<file path="src/rtl/alu_pkg.sv">
// Package for the iterative execute-stage ALU.
// Holds the operation codes, the FSM state encoding and a small helper that
// picks out the shift operations.
// Optional feature: the ALU_MUL_EN macro, used in alu_iter.sv, enables MUL (4'b1001).
package alu_pkg;

  typedef enum logic [3:0] {
    OP_AND  = 4'b0000,
    OP_OR   = 4'b0001,
    OP_ADD  = 4'b0010,
    OP_XOR  = 4'b0011,
    OP_SLL  = 4'b0100,
    OP_SRL  = 4'b0101,
    OP_SUB  = 4'b0110,
    OP_SLT  = 4'b0111,
    OP_SLTU = 4'b1000,
    OP_MUL  = 4'b1001,
    OP_NOR  = 4'b1100,
    OP_SRA  = 4'b1101
  } op_e;

  typedef enum logic [1:0] {
    ST_IDLE  = 2'd0,
    ST_SHIFT = 2'd1,
    ST_MUL   = 2'd2,
    ST_DONE  = 2'd3
  } state_e;

  function automatic logic is_shift(input op_e op);
    return (op == OP_SLL) || (op == OP_SRL) || (op == OP_SRA);
  endfunction

endpackage

</file>
<file path="src/rtl/alu_if.sv">
// Handshake and operand/result bundle for the iterative ALU.
//   master : producer side (drives in_valid/op/a/b, out_ready)
//   slave  : the ALU (drives in_ready, out_valid, result and flags)
interface alu_if #(parameter int WIDTH = 32);
  import alu_pkg::*;

  logic             in_valid;
  logic             in_ready;
  op_e              op;
  logic [WIDTH-1:0] a;
  logic [WIDTH-1:0] b;
  logic             out_valid;
  logic             out_ready;
  logic [WIDTH-1:0] result;
  logic             zero;
  logic             cout;
  logic             overflow;
  logic             illegal;

  modport master (
    output in_valid, op, a, b, out_ready,
    input  in_ready, out_valid, result, zero, cout, overflow, illegal
  );

  modport slave (
    input  in_valid, op, a, b, out_ready,
    output in_ready, out_valid, result, zero, cout, overflow, illegal
  );

endinterface

</file>
<file path="src/rtl/alu_addsub.sv">
// Combinational WIDTH-bit adder/subtractor.
//   a, b     : operands
//   sub      : 1 -> a + ~b + 1, 0 -> a + b
//   sum      : result modulo 2^WIDTH
//   cout     : carry out of the MSB (for subtract, 1 means no borrow)
//   overflow : signed overflow, carry into the MSB xor carry out
module alu_addsub #(
  parameter int WIDTH = 32
) (
  input  logic [WIDTH-1:0] a,
  input  logic [WIDTH-1:0] b,
  input  logic             sub,
  output logic [WIDTH-1:0] sum,
  output logic             cout,
  output logic             overflow
);

  logic [WIDTH-1:0] bx;
  logic             c_msb;

  assign bx = sub ? ~b : b;
  assign {cout, sum} = {1'b0, a} + {1'b0, bx} + {{WIDTH{1'b0}}, sub};
  // Sum bit = a ^ b ^ carry-in, so the carry into the MSB can be recovered.
  assign c_msb    = a[WIDTH-1] ^ bx[WIDTH-1] ^ sum[WIDTH-1];
  assign overflow = c_msb ^ cout;

endmodule

</file>
<file path="src/rtl/alu_iter.sv">
// Iterative execute-stage ALU with valid/ready on both sides; one transaction
// in flight. Logic, arithmetic and compare ops take one cycle; shifts move one
// bit per cycle; MUL (when ALU_MUL_EN is defined) is a WIDTH-step shift-add.
// Ports:
//   clk  : rising-edge clock
//   rst  : asynchronous, active-high reset
//   bus  : alu_if.slave (in_valid/in_ready/op/a/b, out_valid/out_ready,
//          result, zero, cout, overflow, illegal)
// Macro: ALU_MUL_EN -- when undefined, op 1001 is reported as illegal.
module alu_iter
  import alu_pkg::*;
#(
  parameter int WIDTH = 32
) (
  input  logic  clk,
  input  logic  rst,
  alu_if.slave  bus
);

  localparam int SHW = $clog2(WIDTH);
  localparam int CW  = SHW + 1;  // counter must also hold WIDTH for MUL

  state_e           state_q, state_d;
  op_e              op_q;
  logic [CW-1:0]    cnt_q;
  logic [WIDTH-1:0] res_q;
  logic             cout_q, ovf_q, ill_q;
  logic [SHW-1:0]   shamt;

  logic [WIDTH-1:0] as_a, as_b, as_sum;
  logic             as_sub, as_cout, as_ovf;

  logic [WIDTH-1:0] one_res;
  logic             one_cout, one_ovf, one_ill;

`ifdef ALU_MUL_EN
  logic [WIDTH-1:0] mcand_q, mplier_q;
`endif

  assign shamt = bus.b[SHW-1:0];

  // The single adder serves the incoming op in IDLE and the partial-sum
  // accumulate while multiplying.
  always_comb begin
    as_a   = bus.a;
    as_b   = bus.b;
    as_sub = (bus.op == OP_SUB) || (bus.op == OP_SLT) || (bus.op == OP_SLTU);
`ifdef ALU_MUL_EN
    if (state_q == ST_MUL) begin
      as_a   = res_q;
      as_b   = mcand_q;
      as_sub = 1'b0;
    end
`endif
  end

  alu_addsub #(.WIDTH(WIDTH)) u_addsub (
    .a        (as_a),
    .b        (as_b),
    .sub      (as_sub),
    .sum      (as_sum),
    .cout     (as_cout),
    .overflow (as_ovf)
  );

  // Result of the op presented on the bus; shifts load the unshifted operand.
  always_comb begin
    one_res  = '0;
    one_cout = 1'b0;
    one_ovf  = 1'b0;
    one_ill  = 1'b0;
    case (bus.op)
      OP_AND:  one_res = bus.a & bus.b;
      OP_OR:   one_res = bus.a | bus.b;
      OP_XOR:  one_res = bus.a ^ bus.b;
      OP_NOR:  one_res = ~(bus.a | bus.b);
      OP_ADD, OP_SUB: begin
        one_res  = as_sum;
        one_cout = as_cout;
        one_ovf  = as_ovf;
      end
      OP_SLT:  one_res = {{(WIDTH-1){1'b0}}, as_sum[WIDTH-1] ^ as_ovf};
      OP_SLTU: one_res = {{(WIDTH-1){1'b0}}, ~as_cout};
      OP_SLL, OP_SRL, OP_SRA: one_res = bus.a;
`ifdef ALU_MUL_EN
      OP_MUL:  one_res = '0;
`endif
      default: one_ill = 1'b1;
    endcase
  end

  // ---- FSM state register ----
  always_ff @(posedge clk or posedge rst) begin
    if (rst) state_q <= ST_IDLE;
    else     state_q <= state_d;
  end

  always_comb begin
    state_d = state_q;
    case (state_q)
      ST_IDLE: begin
        if (bus.in_valid) begin
          if (is_shift(bus.op) && (shamt != '0)) state_d = ST_SHIFT;
`ifdef ALU_MUL_EN
          else if (bus.op == OP_MUL)            state_d = ST_MUL;
`endif
          else                                  state_d = ST_DONE;
        end
      end
      ST_SHIFT: if (cnt_q == CW'(1)) state_d = ST_DONE;
`ifdef ALU_MUL_EN
      ST_MUL:   if (cnt_q == CW'(1)) state_d = ST_DONE;
`endif
      ST_DONE:  if (bus.out_ready) state_d = ST_IDLE;
      default:  state_d = ST_IDLE;
    endcase
  end

  // ---- result and flag registers (visible outputs, reset) ----
  always_ff @(posedge clk or posedge rst) begin
    if (rst) begin
      res_q  <= '0;
      cout_q <= 1'b0;
      ovf_q  <= 1'b0;
      ill_q  <= 1'b0;
    end else begin
      case (state_q)
        ST_IDLE: if (bus.in_valid) begin
          res_q  <= one_res;
          cout_q <= one_cout;
          ovf_q  <= one_ovf;
          ill_q  <= one_ill;
        end
        ST_SHIFT: begin
          case (op_q)
            OP_SLL:  res_q <= {res_q[WIDTH-2:0], 1'b0};
            OP_SRL:  res_q <= {1'b0, res_q[WIDTH-1:1]};
            default: res_q <= {res_q[WIDTH-1], res_q[WIDTH-1:1]};
          endcase
        end
`ifdef ALU_MUL_EN
        ST_MUL: if (mplier_q[0]) res_q <= as_sum;
`endif
        default: ;
      endcase
    end
  end

  // ---- iteration working registers (no reset needed; loaded on accept) ----
  always_ff @(posedge clk) begin
    if ((state_q == ST_IDLE) && bus.in_valid) begin
      op_q  <= bus.op;
      cnt_q <= CW'(shamt);
`ifdef ALU_MUL_EN
      mcand_q  <= bus.a;
      mplier_q <= bus.b;
      if (bus.op == OP_MUL) cnt_q <= CW'(WIDTH);
`endif
    end else if (state_q == ST_SHIFT) begin
      cnt_q <= cnt_q - CW'(1);
`ifdef ALU_MUL_EN
    end else if (state_q == ST_MUL) begin
      cnt_q    <= cnt_q - CW'(1);
      mcand_q  <= {mcand_q[WIDTH-2:0], 1'b0};
      mplier_q <= {1'b0, mplier_q[WIDTH-1:1]};
`endif
    end
  end

  assign bus.in_ready  = (state_q == ST_IDLE);
  assign bus.out_valid = (state_q == ST_DONE);
  assign bus.result    = res_q;
  assign bus.zero      = (res_q == '0);
  assign bus.cout      = cout_q;
  assign bus.overflow  = ovf_q;
  assign bus.illegal   = ill_q;

endmodule

</file>
<file path="src/flat_wrapper.sv">
// flat-port wrapper written by rule: the top's interface ports become plain ports
module alu_iter_flat import alu_pkg::*;
#(
  parameter int WIDTH = 32
)
  (clk, rst, bus_in_valid, bus_op, bus_a, bus_b, bus_out_ready, bus_in_ready, bus_out_valid, bus_result, bus_zero, bus_cout, bus_overflow, bus_illegal);
  alu_if #(.WIDTH(WIDTH)) bus_i ();
  input  logic clk;
  input  logic rst;
  input wire logic [$bits(bus_i.in_valid)-1:0] bus_in_valid;
  input wire logic [$bits(bus_i.op)-1:0] bus_op;
  input wire logic [$bits(bus_i.a)-1:0] bus_a;
  input wire logic [$bits(bus_i.b)-1:0] bus_b;
  input wire logic [$bits(bus_i.out_ready)-1:0] bus_out_ready;
  output wire logic [$bits(bus_i.in_ready)-1:0] bus_in_ready;
  output wire logic [$bits(bus_i.out_valid)-1:0] bus_out_valid;
  output wire logic [$bits(bus_i.result)-1:0] bus_result;
  output wire logic [$bits(bus_i.zero)-1:0] bus_zero;
  output wire logic [$bits(bus_i.cout)-1:0] bus_cout;
  output wire logic [$bits(bus_i.overflow)-1:0] bus_overflow;
  output wire logic [$bits(bus_i.illegal)-1:0] bus_illegal;
  assign bus_i.in_valid = bus_in_valid;
  assign bus_i.op = bus_op;
  assign bus_i.a = bus_a;
  assign bus_i.b = bus_b;
  assign bus_i.out_ready = bus_out_ready;
  assign bus_in_ready = bus_i.in_ready;
  assign bus_out_valid = bus_i.out_valid;
  assign bus_result = bus_i.result;
  assign bus_zero = bus_i.zero;
  assign bus_cout = bus_i.cout;
  assign bus_overflow = bus_i.overflow;
  assign bus_illegal = bus_i.illegal;
  alu_iter #(.WIDTH(WIDTH)) u_core (.clk(clk), .rst(rst), .bus(bus_i));
endmodule
</file>
<file path="config.mk">
export PLATFORM = sky130hd
export DESIGN_NAME = alu_iter_flat
export DESIGN_NICKNAME = d
export VERILOG_FILES = /design/src/rtl/alu_pkg.sv /design/src/rtl/alu_if.sv /design/src/rtl/alu_addsub.sv /design/src/rtl/alu_iter.sv /design/src/flat_wrapper.sv
export SDC_FILE = /design/constraint.sdc
export NUM_CORES = 1
export LEC_CHECK = 0
export BUFFER_PORTS_ARGS = -buffer_cell sky130_fd_sc_hd__buf_4
export CELL_PAD_IN_SITES_DETAIL_PLACEMENT = 1
export CELL_PAD_IN_SITES_GLOBAL_PLACEMENT = 2
export CORE_ASPECT_RATIO = 0.6
export CORE_UTILIZATION = 37
export CTS_BUF_LIST = sky130_fd_sc_hd__clkbuf_4 sky130_fd_sc_hd__clkbuf_8
export CTS_CLUSTER_SIZE = 16
export DETAILED_ROUTE_END_ITERATION = 12
export PLACE_DENSITY = 0.95
export SLEW_MARGIN = 25
export SYNTH_ARGS = -nofsm -noshare
export SYNTH_HDL_FRONTEND = slang
export SYNTH_HIERARCHICAL = 1
export SYNTH_SLANG_ARGS = --single-unit
</file>
<file path="constraint.sdc">
create_clock -name clk -period 2.65 [get_ports clk]
set_clock_uncertainty 0.2 [all_clocks]
set_input_delay 0.265 -clock clk [delete_from_list [all_inputs] [get_ports clk]]
set_output_delay 0.265 -clock clk [all_outputs]
set_load 0.03 [all_outputs]
</file>
# Yosys cells after proc, flatten, opt, wreduce, memory -nomap -nowiden

Cells that the tools add are included.

Register bits after elaboration: 47
Bits of input ports: 72
Output and inout port bits: 38
Logic and storage cells: 75

Add/subtract/negate cells: 3
Equal/unequal tests: 19
Mux-type cells: 15
Bitwise logic cells: 10
Reduce and logical (&&, ||, !) cells: 19

Operator list:

| operator              | count |
|---|---|
| $pmux W32 S8          | 1 |
| $pmux W32 S2          | 2 |
| $mux W32              | 2 |
| $not A32 Y32          | 2 |
| $add A32 B32 Y33      | 1 |
| $add A33 B1 Y33       | 1 |
| $and A32 B32 Y32      | 1 |
| $logic_not A32 Y1     | 1 |
| $or A32 B32 Y32       | 1 |
| $xor A32 B32 Y32      | 1 |
| $eq A4 B3 Y1 const B  | 6 |
| $eq A4 B4 Y1 const B  | 3 |
| $reduce_or A11 Y1     | 1 |
| $mux W5               | 2 |
| $eq A4 B2 Y1 const B  | 2 |
| $mux W2               | 4 |
| $eq A6 B1 Y1 const B  | 1 |
| $pmux W2 S3           | 1 |
| $reduce_and A3 Y1     | 2 |
| $sub A6 B1 Y6 const B | 1 |
| $reduce_bool A5 Y1    | 1 |
| $eq A4 B1 Y1 const B  | 1 |
| $logic_not A4 Y1      | 1 |
| $logic_or A1 B1 Y1    | 4 |
| 14 further kinds      | 23 |

# Longest topological paths before layout

Depth in word-level cells: 12
Mapped depth: 22
Mapped depth without buffers: 18

# Hierarchy

Netlist, hierarchy kept.

Modules (own cells, without submodules):

| module     | times used | cells each | area each (um2) | sequential area each (um2) |
|---|---|---|---|---|
| alu_iter   | 1          | 624        | 4893.4          | 1216.2 |
| alu_addsub | 1          | 313        | 2177.1          | 0.0 |

# Least setup slack after synthesis

Ideal clock, no wire load.

Path kind: input port to flip-flop
Start: in bus_op[3]
End: reg u_core.res_q[0] (netlist: u_core/bus.result[0])
Library setup time: 0.134 ns
Arrival time: 4.083 ns
Data required time: 2.316 ns
Path slack: -1.766 ns
Cell stages on the path: 20
Buffers on the path: 5
Path through: buf_4 nand2b_1 buf_2 buf_4 mux2i_1 buf_2 buf_1 xor2_1 ha_1 a21o_1 a211o_1 o211ai_2 nand4_1 nand3_1 or3b_4 xor2_1 xnor2_1 nor3_1 a2111oi_0 o21ai_1

Elaborated cells between the ends (all ways): 26
Those cells by class: add/sub: 2; eq/ne: 10; mux: 4; bitwise: 5; reduce/logical: 5

RTL lines:

| what                     | RTL line           | source |
|---|---|---|
| from (decl)              | flat_wrapper.sv:11 | `input wire logic [$bits(bus_i.op)-1:0] bus_op;` |
| $eq A4 B3 Y1             | alu_iter.sv:47     | `as_sub = (bus.op == OP_SUB) \|\| (bus.op == OP_SLT) \|\| (bus.op == OP_SLTU);` |
| $logic_or A1 B1 Y1       | alu_iter.sv:47     |  |
| $logic_or A1 B1 Y1 *     | alu_iter.sv:47     |  |
| named net u_core.as_sub  | alu_iter.sv:31     | `logic as_sub, as_cout, as_ovf;` |
| $mux W32                 | alu_addsub.sv:21   | `assign bx = sub ? ~b : b;` |
| $add A32 B32 Y33         | alu_addsub.sv:22   | `assign {cout, sum} = {1'b0, a} + {1'b0, bx} + {{WIDTH{1'b0}}, sub};` |
| $add A33 B1 Y33 *        | alu_addsub.sv:22   |  |
| named net u_core.as_cout | alu_iter.sv:31     |  |
| $xor A1 B1 Y1 *          | alu_addsub.sv:25   | `assign overflow = c_msb ^ cout;` |
| named net u_core.as_ovf  | alu_iter.sv:31     |  |
| $xor A1 B1 Y1 *          | alu_iter.sv:82     | `OP_SLT: one_res = {{(WIDTH-1){1'b0}}, as_sum[WIDTH-1] ^ as_ovf};` |
| $pmux W32 S8 *           | alu_iter.sv:72     | `case (bus.op)` |
| $mux W32 *               | alu_iter.sv:128    | `ST_IDLE: if (bus.in_valid) begin` |
| $pmux W32 S2 *           | alu_iter.sv:127    | `case (state_q)` |
| to (signal assigned)     | alu_iter.sv:129    | `res_q <= one_res;` |
| to (signal assigned)     | alu_iter.sv:136    | `OP_SLL: res_q <= {res_q[WIDTH-2:0], 1'b0};` |
| to (signal assigned)     | alu_iter.sv:137    | `OP_SRL: res_q <= {1'b0, res_q[WIDTH-1:1]};` |
| to (decl)                | alu_iter.sv:26     | `logic [WIDTH-1:0] res_q;` |

Mark *: on every way through the listed nets, which the timed path passes. The rest lies on a longest branch. The select of a mux whose other input is x is not followed.
A chain may end at the register's enable or synchronous reset.

# Worst setup path after layout

Start: in bus_op[0]
End: reg u_core.res_q[0] (netlist: u_core/bus.result[0])

Same word-level chain as after synthesis.

==> impl_summary.txt <==
----------------------------------------------------
[Status]
  Result of the run ... complete, but fails checks
  Violations in the final reports ... negative setup slack

[Synth]
  Predominant post-synthesis flop cell ... sky130_fd_sc_hd__dfrtp_1
  Most instantiated library cell after synthesis ... sky130_fd_sc_hd__a21oi_1
  Post-synthesis cell type with the largest combined area ... sky130_fd_sc_hd__ha_1
  FFs w/ async S/R, synth ... 0.7872
  Area share of the leading cell type in the synthesized netlist ... 0.1717
  Number of warnings issued by yosys ... 6
  Count of cell types in the netlist ... between 60 and 70
  Leading cell types by total area after synthesis ... sky130_fd_sc_hd__ha_1 17%, sky130_fd_sc_hd__dfrtp_1 13%, sky130_fd_sc_hd__a21oi_1 9.5%, sky130_fd_sc_hd__xor2_1 5.7%, sky130_fd_sc_hd__nor2_1 5.0%
  Yosys reg bits ... 47
  Average cell area after synthesis ... 7.546 sq um
  Post-Syn Nets ... 1107
  Number of enable-type register cells in the synthesized netlist ... 9
  Ranking of synthesized cells by instance count ... 134 x sky130_fd_sc_hd__a21oi_1, 97 x sky130_fd_sc_hd__ha_1, 95 x sky130_fd_sc_hd__nor2_1, 79 x sky130_fd_sc_hd__inv_1, 46 x sky130_fd_sc_hd__xor2_1
  Area of the mapped netlist ... 7071 sq um
  Cell count after synthesis ... between 900 and 1000
  Share of the yosys chip area belonging to registers ... 0.1720

[Setup path]
  Endpoint type of the worst setup path ... register
  Startpoint class of the critical path ... input port
  Worst Path Buf+Inv ... 5
  R2R Path Start ... u_core/op_q[3]
  Crit-path slowest cell ... sky130_fd_sc_hd__or3b_4
  Required time at the endpoint of the critical path ... between 2000 and 3000 ps
  Worst-path cell chain ... buf_6, nor2_4, nand2_2, mux2i_4, buf_6, buf_12, buf_6, buf_4, xor2_1, ha_1, a21oi_1, nor2b_1, o21ai_0, o21ai_0, or3b_4, xor2_2, xnor2_1, nor3_1, a2111oi_1, o21ai_1
  Worst reg-to-reg setup slack ... approximately 380 ps
  Cell seen most often among critical-path stages ... sky130_fd_sc_hd__buf_6
  Delay-heaviest family, CP ... compound AO/OA/AOI/OAI gates
  Startpoint of the worst setup timing path ... bus_op[0]
  Crit path largest cell delay ... 520 ps
  Critical register-to-register path endpoint ... u_core/bus.result[11]
  Crit Path Max Fanout ... 5
  Crit Path Category ... in -> reg
  Arrival time at the worst endpoint ... slightly above 4000 ps
  FF-to-FF path depth ... 6

[Timing]
  Share of the clock period used by the worst path ... 1.542
  Smallest setup slack after layout ... -1436 ps
  Fin. Hold Viols ... 0
  RSZ-0062 raised after global routing ... yes
  Fmax ... roughly 240 MHz
  Pins over their slew limit ... 0
  Period minus WS final ... 4086 ps
  TNS Setup ... -31720 ps
  Final-layout worst hold slack ... 159.9 ps
  Least-Margin Pin Slew ... 832.1 ps
  Final-report setup violation count ... 33
  Worst-case headroom to the max-slew limit ... 0.4445

[Global routing]
  Global Route Usage Sum ... 0.3643
  Wire length of the first global-routing pass ... 55.10 mm
  Residual overflow from global routing ... 0
  Largest net degree at the start of global routing ... 70
  Via count of the first global-routing pass ... roughly 9500
  Antenna violations before repair ... 2

[Power]
  Power per cell area ... 724.5 nW/um^2
  Peak supply drop ... between 0.0004 and 0.0005 V
  Leak ... a little over 5 nW

[Job]
  Count of maximum capacitance violations ... 0

[Layout]
  Layout Utilization ... 0.5982
  Area of all placed cells without fillers ... approximately 11000 sq um
  Final net count ... ~1400
  Layout cell share with drive strength beyond 1 ... 0.4183
  Area growth from synthesis to layout ... 55.67%
  FILL cells ... between 2000 and 2500

[Placement]
  Setup WS pre-CTS ... -1471 ps
  IO buf count ... between 100 and 150
  Detailed-placement wirelength estimate ... 22.30 mm
  Placement-stage cell area ... approximately 9500 sq um
  Routability congestion estimate from global placement ... slightly below 1

[Clock network]
  Clock latency of the later-clocked register in the worst-skew pair ... roughly 350 ps
  Clock-pin transition on the worst setup and hold timing paths ... approximately 110 ps
  Root buf cell ... sky130_fd_sc_hd__clkbuf_8
  CTS tree ... done
  Maximum clock path buffer count ... 2
  Clock buffer count from CTS ... 5
  Number of levels the H-tree was split into ... 2
  CTS sink count ... 47

[Die]
  Total Die Area ... 19690 sq um
  DIE WIDTH ... 180.5 um
  Die height ... 109.1 um
  Initial standard-cell utilization of the core ... 0.3843
  Top-level I/O count ... 110
  Standard cell core area ... ~18000 sq um
  Number of cell rows ... 38

[Drt]
  Total Routed Length ... about 42 mm
  Vias per std cell ... 6.599
  Count of routing violations after the opening detailed-route iteration ... approximately 1100
  Total via count in the routed design ... between 9000 and 10000
  DRC violation count after routing ... 0
  Antenna viol nets, final ... 0
  Per-cell routed wire length ... between 20 and 30 um
  Detailed-router iteration count before antenna repair ... 7

[Worst hold path]
  Hold depth ... 2
  Hold Startpoint ... bus_op[3]
  End of the worst hold path ... u_core/op_q[3]
  Type of the worst min-delay path ... in -> reg

----------------------------------------------------
-- placed cells by master, fill, tap and decap left out, drive strengths merged, types with 16 or more instances in the layout --
master	instances
xor2	46
ha	97
inv	81
dfrtp	37
xnor2	20
a221o	29
nor2	96
buf	337
a221oi	31
a21oi	135
nand2b	37
nand2	40
nand4	16
nand3b	29
o21ai	62
-- per-stage QoR --
stage,power [mW],std cells
2_1_floorplan,4.106,937
3_3_place_gp,5.851,1403
3_5_place_dp,6.044,1403
4_1_cts,7.066,1440
5_1_grt,8.224,1464
6_report,7.975,1466
-- where the power goes --
group	internal, mW	switching (mW)	total, mW
clock network	0.285	0.322	0.607
logic	2.23	3.41	5.64
registers	1.12	0.609	1.73
-- metal layers --
| metal | track usage | vias to the layer above | routed length (um) | part of all wire |
|---|---|---|---|---|
| li1 | - | 3928 | - | - |
| met1 | 0.4446 | 4684 | 16020 | 0.38 |
| met2 | 0.6071 | 784 | 18810 | 0.45 |
| met3 | 0.07248 | 278 | 4092 | 0.097 |
| met4 | 0.2106 | 0 | 3174 | 0.075 |
| met5 | 0 | - | 0 | 0 |
-- logic make-up (layout without fill, tap and decap cells) --
kind of cell               Yosys count  count (layout)  share of synthesized area
and+or+nand+nor                    276             276                     0.2051
other                                0               2                          0
muxes                                3               3                   0.004778
AOI/OAI and AO/OA                  307             307                     0.2810
adders and majority gates           98              98                     0.1745
buffers and inverters              140             427                    0.08087
DFF                                 47              47                     0.1720
xor gates and xnor gates            66              66                    0.08176
-- final cells by class --
cell class	count	area (sq um)	area share
antenna	2	5.005	0.0004547
multi-input combinational	750	6275	0.5701
clock inverter	3	46.29	0.004206
tap	240	300.3	0.02728
sequential	47	1216	0.1105
clock buffer	5	68.82	0.006252
inverter	80	300.3	0.02728
timing repair buffer	339	2795	0.2540
-- registers in the layout, indices dropped and copies added, names as in the netlist --
register and flops:
u_core/op_q 4, u_core/state_q 2, u_core/cnt_q 6, u_core/bus.illegal 1
u_core/bus.overflow 1, u_core/bus.result 32, u_core/bus.cout 1
-- worst max path at each step --
| stage | endpoint | slack [ps] | cells after the start |
|---|---|---|---|
| global route | u_core/bus.result[0] | -1540 | 21 |
| detailed placement | u_core/bus.result[29] | -1470 | 19 |
| finish | u_core/bus.result[0] | -1440 | 20 |
| global placement | u_core/bus.result[29] | -1330 | 20 |
| floorplan | u_core/bus.result[0] | -1170 | 20 |
| CTS | u_core/bus.result[29] | -980 | 20 |
-- timing repair --
item	4_1_cts	5_1_grt
hold endpoints to repair	38	0
hold buffers	2	0
endpoints found under the setup margin	32	34
cloned	2	0
setup buffers	28	30
pin swaps	95	75
resized for setup	140	81
(Power assumes the default switching activity.)
